`src/rtl/multiplier_arbiter.sv`:
```
// multiplier_arbiter: round-robin front end that shares one sequential
// multiplier among NUM_REQ requesters and returns id-tagged products.
// Optional build macro MULT_ARB_ZERO_BYPASS_EN: a zero operand skips the
// multiplier and answers with product 0 directly.
module multiplier_arbiter #(
  parameter int unsigned NUM_REQ = 4,
  parameter int unsigned WIDTH   = 32,
  parameter int unsigned ID_W    = 2
) (
  input  logic                     clk,
  input  logic                     rst,
  input  logic [NUM_REQ-1:0]       req_valid,
  input  logic [NUM_REQ*WIDTH-1:0] req_a,
  input  logic [NUM_REQ*WIDTH-1:0] req_b,
  output logic [NUM_REQ-1:0]       req_ready,
  output logic                     rsp_valid,
  input  logic                     rsp_ready,
  output logic [ID_W-1:0]          rsp_id,
  output logic [2*WIDTH-1:0]       rsp_product,
  output logic                     mul_start,
  output logic [WIDTH-1:0]         mul_multiplicand,
  output logic [WIDTH-1:0]         mul_multiplier,
  input  logic [2*WIDTH-1:0]       mul_product,
  input  logic                     mul_done,
  output logic                     busy
);

  typedef enum logic [1:0] {
    S_IDLE  = 2'd0,
    S_ISSUE = 2'd1,
    S_WAIT  = 2'd2,
    S_RESP  = 2'd3
  } state_t;

  state_t               state_q, state_d;
  logic [ID_W-1:0]      ptr_q, ptr_d;
  logic [ID_W-1:0]      id_q, id_d;
  logic [WIDTH-1:0]     a_q, a_d;
  logic [WIDTH-1:0]     b_q, b_d;
  logic [2*WIDTH-1:0]   prod_q, prod_d;
  logic                 done_q;

  logic                 grant_vld;
  logic [ID_W-1:0]      grant_idx;
  logic [ID_W-1:0]      cand_idx;
  logic [WIDTH-1:0]     grant_a;
  logic [WIDTH-1:0]     grant_b;

  // Round-robin search: first valid requester after the last granted one.
  always_comb begin
    grant_vld = 1'b0;
    grant_idx = '0;
    cand_idx  = '0;
    for (int unsigned k = 1; k <= NUM_REQ; k++) begin
      cand_idx = ID_W'((int'(ptr_q) + k) % NUM_REQ);
      if (!grant_vld && req_valid[cand_idx]) begin
        grant_vld = 1'b1;
        grant_idx = cand_idx;
      end
    end
    grant_a = req_a[grant_idx*WIDTH +: WIDTH];
    grant_b = req_b[grant_idx*WIDTH +: WIDTH];
  end

  // Next-state, operand/result capture and the IDLE-only accept strobe.
  always_comb begin
    state_d   = state_q;
    ptr_d     = ptr_q;
    id_d      = id_q;
    a_d       = a_q;
    b_d       = b_q;
    prod_d    = prod_q;
    req_ready = '0;
    case (state_q)
      S_IDLE: begin
        if (grant_vld) begin
          req_ready[grant_idx] = 1'b1;
          a_d   = grant_a;
          b_d   = grant_b;
          id_d  = grant_idx;
          ptr_d = grant_idx;
`ifdef MULT_ARB_ZERO_BYPASS_EN
          if ((grant_a == '0) || (grant_b == '0)) begin
            prod_d  = '0;
            state_d = S_RESP;
          end else begin
            state_d = S_ISSUE;
          end
`else
          state_d = S_ISSUE;
`endif
        end
      end
      S_ISSUE: state_d = S_WAIT;
      S_WAIT: begin
        // Only a fresh rising edge of done counts; a level left over from
        // the previous operation is ignored.
        if (mul_done && !done_q) begin
          prod_d  = mul_product;
          state_d = S_RESP;
        end
      end
      S_RESP: begin
        if (rsp_ready) state_d = S_IDLE;
      end
      default: state_d = S_IDLE;
    endcase
  end

  // State and datapath registers; reset aborts any operation in flight.
  always_ff @(posedge clk or posedge rst) begin
    if (rst) begin
      state_q <= S_IDLE;
      ptr_q   <= ID_W'(NUM_REQ - 1);
      id_q    <= '0;
      a_q     <= '0;
      b_q     <= '0;
      prod_q  <= '0;
      done_q  <= 1'b0;
    end else begin
      state_q <= state_d;
      ptr_q   <= ptr_d;
      id_q    <= id_d;
      a_q     <= a_d;
      b_q     <= b_d;
      prod_q  <= prod_d;
      done_q  <= mul_done;
    end
  end

  assign mul_start        = (state_q == S_ISSUE);
  assign rsp_valid        = (state_q == S_RESP);
  assign busy             = (state_q != S_IDLE);
  assign rsp_id           = id_q;
  assign rsp_product      = prod_q;
  assign mul_multiplicand = a_q;
  assign mul_multiplier   = b_q;

endmodule

```
`config.mk`:
```
export PLATFORM = sky130hd
export DESIGN_NAME = multiplier_arbiter
export DESIGN_NICKNAME = d
export VERILOG_FILES = /design/src/rtl/multiplier_arbiter.sv
export SDC_FILE = /design/constraint.sdc
export NUM_CORES = 1
export LEC_CHECK = 0
export CORE_AREA = 4 4 178 180
export CTS_BUF_LIST = sky130_fd_sc_hd__clkbuf_16
export CTS_CLUSTER_DIAMETER = 30
export CTS_CLUSTER_SIZE = 30
export DETAILED_ROUTE_END_ITERATION = 10
export DIE_AREA = 0 0 182 184
export PLACE_DENSITY = 0.51
export SLEW_MARGIN = 20
export SYNTH_ARGS = -nofsm -noshare
export SYNTH_HDL_FRONTEND = slang
export SYNTH_SLANG_ARGS = --single-unit
```
`constraint.sdc`:
```
create_clock -name clk -period 10.7 [get_ports clk]
set_clock_uncertainty 0.15 [all_clocks]
set_input_delay 2.14 -clock clk [delete_from_list [all_inputs] [get_ports clk]]
set_output_delay 2.14 -clock clk [all_outputs]
set_load 0.02 [all_outputs]
```
==> results by stage <==
Status:
- The run finished with clean final reports.

Global route:
- The total global routing overflow is 0.
- Entering global routing, the biggest net connects 73 pins.
- The number of global-route vias before repair is 7358.
- The initial antenna violation count is 2.
- Across every metal layer, demand over resource in global routing totals 0.1852.
- The global-route wire length before repair is 47.03 mm.

Clock tree:
- The clock latency at the later pin of the worst-skew pair is 0.41 ns.
- The clock net in this run drives a total of 135 sinks.
- The buffer depth of the longest clock path is 2.
- The number of buffers added to fix hold violations after cts is 0.
- After clock tree synthesis, the repair step resized 0 gates.
- The clock tree root buffer cell is clkbuf_16.
- The clock input transition at the sequential cells of the worst setup and hold paths is 0.06 ns.
- The CTS tree is yes.
- The H-tree level count is 4.
- After clock tree synthesis, the setup repair step added 0 buffers.
- The number of buffers created by CTS is 17.

Finish:
- The area occupied by multi-input gates is 3094 µm².
- The sequential cells in the finished layout cover a total of 3381 µm².
- In the final design database the tool counted 1400 nets.
- The most common cell after layout, fill and taps aside is clkdlybuf4s50_1.
- The filler cells instantiated in the layout total 3030.
- In the final layout, the share of cells above drive strength 1 is 0.1184.
- The post-route core utilization is 0.4074.
- The post-route non-filler standard cell count is 1479.
- The area growth from synthesis to layout is 81.27%.
- In the layout the commonest cells are clkdlybuf4s50_1 (463), dfrtp_1 (133), nor2_1 (68).

Power:
- The total chip power is 3394 µW.
- The areal power density over the cells is 275.9 nW/µm².
- Across the VDD grid, the largest voltage drop is 0.1188 mV.
- In this run the static leakage power is 0.004667 µW.

Placement:
- Summed over all nets, the half-perimeter wirelength after detailed placement is 23.26 mm.
- The routability congestion estimate from global placement is 0.7600.
- The count of buffers inserted at the top-level ports is 464.
- The number of instances in the placed design is 1445.

Drt:
- The final layout contains routed wiring with a total length of 32.37 mm.
- The residual antenna-violating net count after detailed routing is 0.
- The first-pass iteration count of the detailed router is 4.
- The count of routing violations after the opening detailed-route iteration is 244.
- After detailed routing, the number of remaining DRC violations is 0.
- The average vias per placed instance is 4.784.
- The via total after detailed routing is 7076.
- After detailed routing, the average wire length per cell comes to 21.89 µm.

Setup path:
- The setup path with the least slack is of type primary input to output port.
- The sort of element at the end of the critical path is an output port.
- The required arrival time at the worst endpoint is 8.41 ns.
- Along the worst path, the maximum fanout reaches 38.
- STA classifies the critical path startpoint as a primary input.
- Data arrives at the worst endpoint at 4.98 ns.

STA:
- Setup repair after global routing left no endpoint under its margin.
- The max-slew violation count is 0.
- The number of hold violations in the final report is 0.
- The number of endpoints failing setup at the final stage is 0.
- The transition at the pin with the smallest max-transition slack is 0.9428 ns.
- The upper clock frequency limit is 137.6 MHz.
- The share of the clock period used by the worst path is 0.6792.
- The clock period minus worst slack is 7.267 ns.
- The worst pin sits at a relative slew slack of 0.3715.
- On the final layout, the worst hold slack is 0.3520 ns.
- In the final timing run, aggregate negative setup slack is 0 ns.

Floorplanning:
- 465 I/O pins were placed.
- In this run the horizontal extent of the chip is 182 µm.
- The die outline area is 33490 µm².
- The core region area is 30190 µm².
- The effective utilization at floorplan is 0.2248.
- Row generation in the floorplan step produced 64 rows.
- The die is 184 µm tall.

Flow run:
- The reported max-cap violation count is 0.

Yosys:
- The number of different library cells used by synthesis comes to 36.
- The combined area of all synthesized cells is 6785 µm².
- The number of warnings printed during yosys synthesis is 0.
- In the synthesized netlist, the number of instances is 639.
- The post-synthesis register bit count is 135.
- The post-synthesis sequential area ratio is 0.4982.
- When the netlist entered floorplanning its net count stood at 971.
- The average cell area after synthesis is 10.62 µm².

Min path:
- The path class of the tightest hold or removal check is flop to flop.
## final cells by class
class	instances	area share
sequential	135	0.2749
multi-input combinational	433	0.2516
timing repair buffer	474	0.3833
clock buffer	17	0.03459
antenna	2	0.0004069
tap	396	0.04028
clock inverter	15	0.01241
inverter	7	0.002543
## report_power, final
| group | switching (µW) | internal, µW |
|---|---|---|
| combinational | 1020 | 873 |
| sequential | 138 | 777 |
| clock | 246 | 344 |
## routing by layer
layer | track usage | vias up | routed length, µm | part of all wire
met5 | 0 | - | 0 | 0
met3 | 0.06332 | 34 | 2776 | 0.086
li1 | - | 3300 | - | -
met2 | 0.3174 | 338 | 15940 | 0.49
met4 | 0.05764 | 0 | 677 | 0.021
met1 | 0.2199 | 3404 | 12980 | 0.40
## flip-flops by register name, indices dropped and copies added, names as in the netlist
signal	cells
state_q	2
ptr_q	2
rsp_product	64
mul_multiplier	32
done_q	1
mul_multiplicand	32
rsp_id	2
## Yosys cell counts
cell type | count | area, µm²
nor2_1 | 69 | 259.0
nor4_1 | 1 | 6.260
and2_1 | 1 | 6.260
nor3b_1 | 1 | 7.510
a221oi_4 | 1 | 26.28
a21oi_1 | 3 | 15.01
o21a_1 | 1 | 7.510
o211ai_1 | 65 | 488.0
or3_1 | 1 | 6.260
o21ai_0 | 2 | 10.01
nor3_1 | 1 | 5.000
and3_1 | 1 | 6.260
a21oi_2 | 1 | 8.760
a221oi_1 | 57 | 499.2
nand2_1 | 67 | 251.5
o21ba_2 | 1 | 10.01
nand2b_1 | 4 | 25.02
a22o_1 | 2 | 17.52
buf_6 | 6 | 67.56
mux2_2 | 66 | 743.2
inv_1 | 7 | 26.28
a221oi_2 | 10 | 150.1
buf_4 | 2 | 15.01
nand3b_1 | 2 | 15.01
clkbuf_1 | 47 | 176.4
o32a_1 | 1 | 10.01
o2bb2ai_1 | 1 | 8.760
ha_1 | 4 | 50.05
buf_2 | 9 | 45.04
o22ai_1 | 1 | 6.260
or2_4 | 1 | 8.760
dfstp_2 | 2 | 52.55
a31oi_1 | 64 | 400.4
dfrtp_1 | 133 | 3328
a21o_1 | 1 | 7.510
nor2b_1 | 3 | 18.77
## worst paths after layout
| check | slack [ns] | endpoint | depth (start not counted) | startpoint |
|---|---|---|---|---|
| worst max-delay path | 3.43 | req_ready[1] | 5 | req_valid[2] |
| worst min-delay path | 0.35 | rsp_product[35] | 1 | rsp_product[35] |
| worst max register to register | 7.92 | mul_multiplier[2] | 5 | ptr_q[1] |
| worst min register to register | 0.35 | rsp_product[35] | 1 | rsp_product[35] |
| max in group asynchronous | 6.97 | rsp_product[8] | 3 | rst |
| min in group asynchronous | 2.06 | rsp_product[44] | 2 | rst |
## logic make-up (layout without fill, tap and decap cells)
kind of cell    after synthesis  after routing  share of synthesized area
other cells                   0              2                          0
compound gates              211            211                     0.2454
mux                          66             66                     0.1095
flops                       135            135                     0.4982
simple gates                152            152                    0.09073
buf+inv                      71            513                    0.04868
fa+ha+maj                     4              4                   0.007376
## stage by stage
| step | worst slack (ns) | cell area [µm²] |
|---|---|---|
| 4_1_cts | 3.369 | 12290 |
| 3_3_place_gp | 3.383 | 11720 |
| 5_1_grt | 3.250 | 12300 |
| 6_report | 3.433 | 12300 |
| 2_1_floorplan | 4.802 | 6785 |
| 3_5_place_dp | 3.370 | 11720 |
## critical path, cell delays in order
cell and delay, ns:
clkdlybuf4s50_1 0.57, nor4_1 0.71, nand2b_2 0.83, nor3_1 0.14, clkdlybuf4s50_1 0.58
Power figures use the tool's default switching activity.
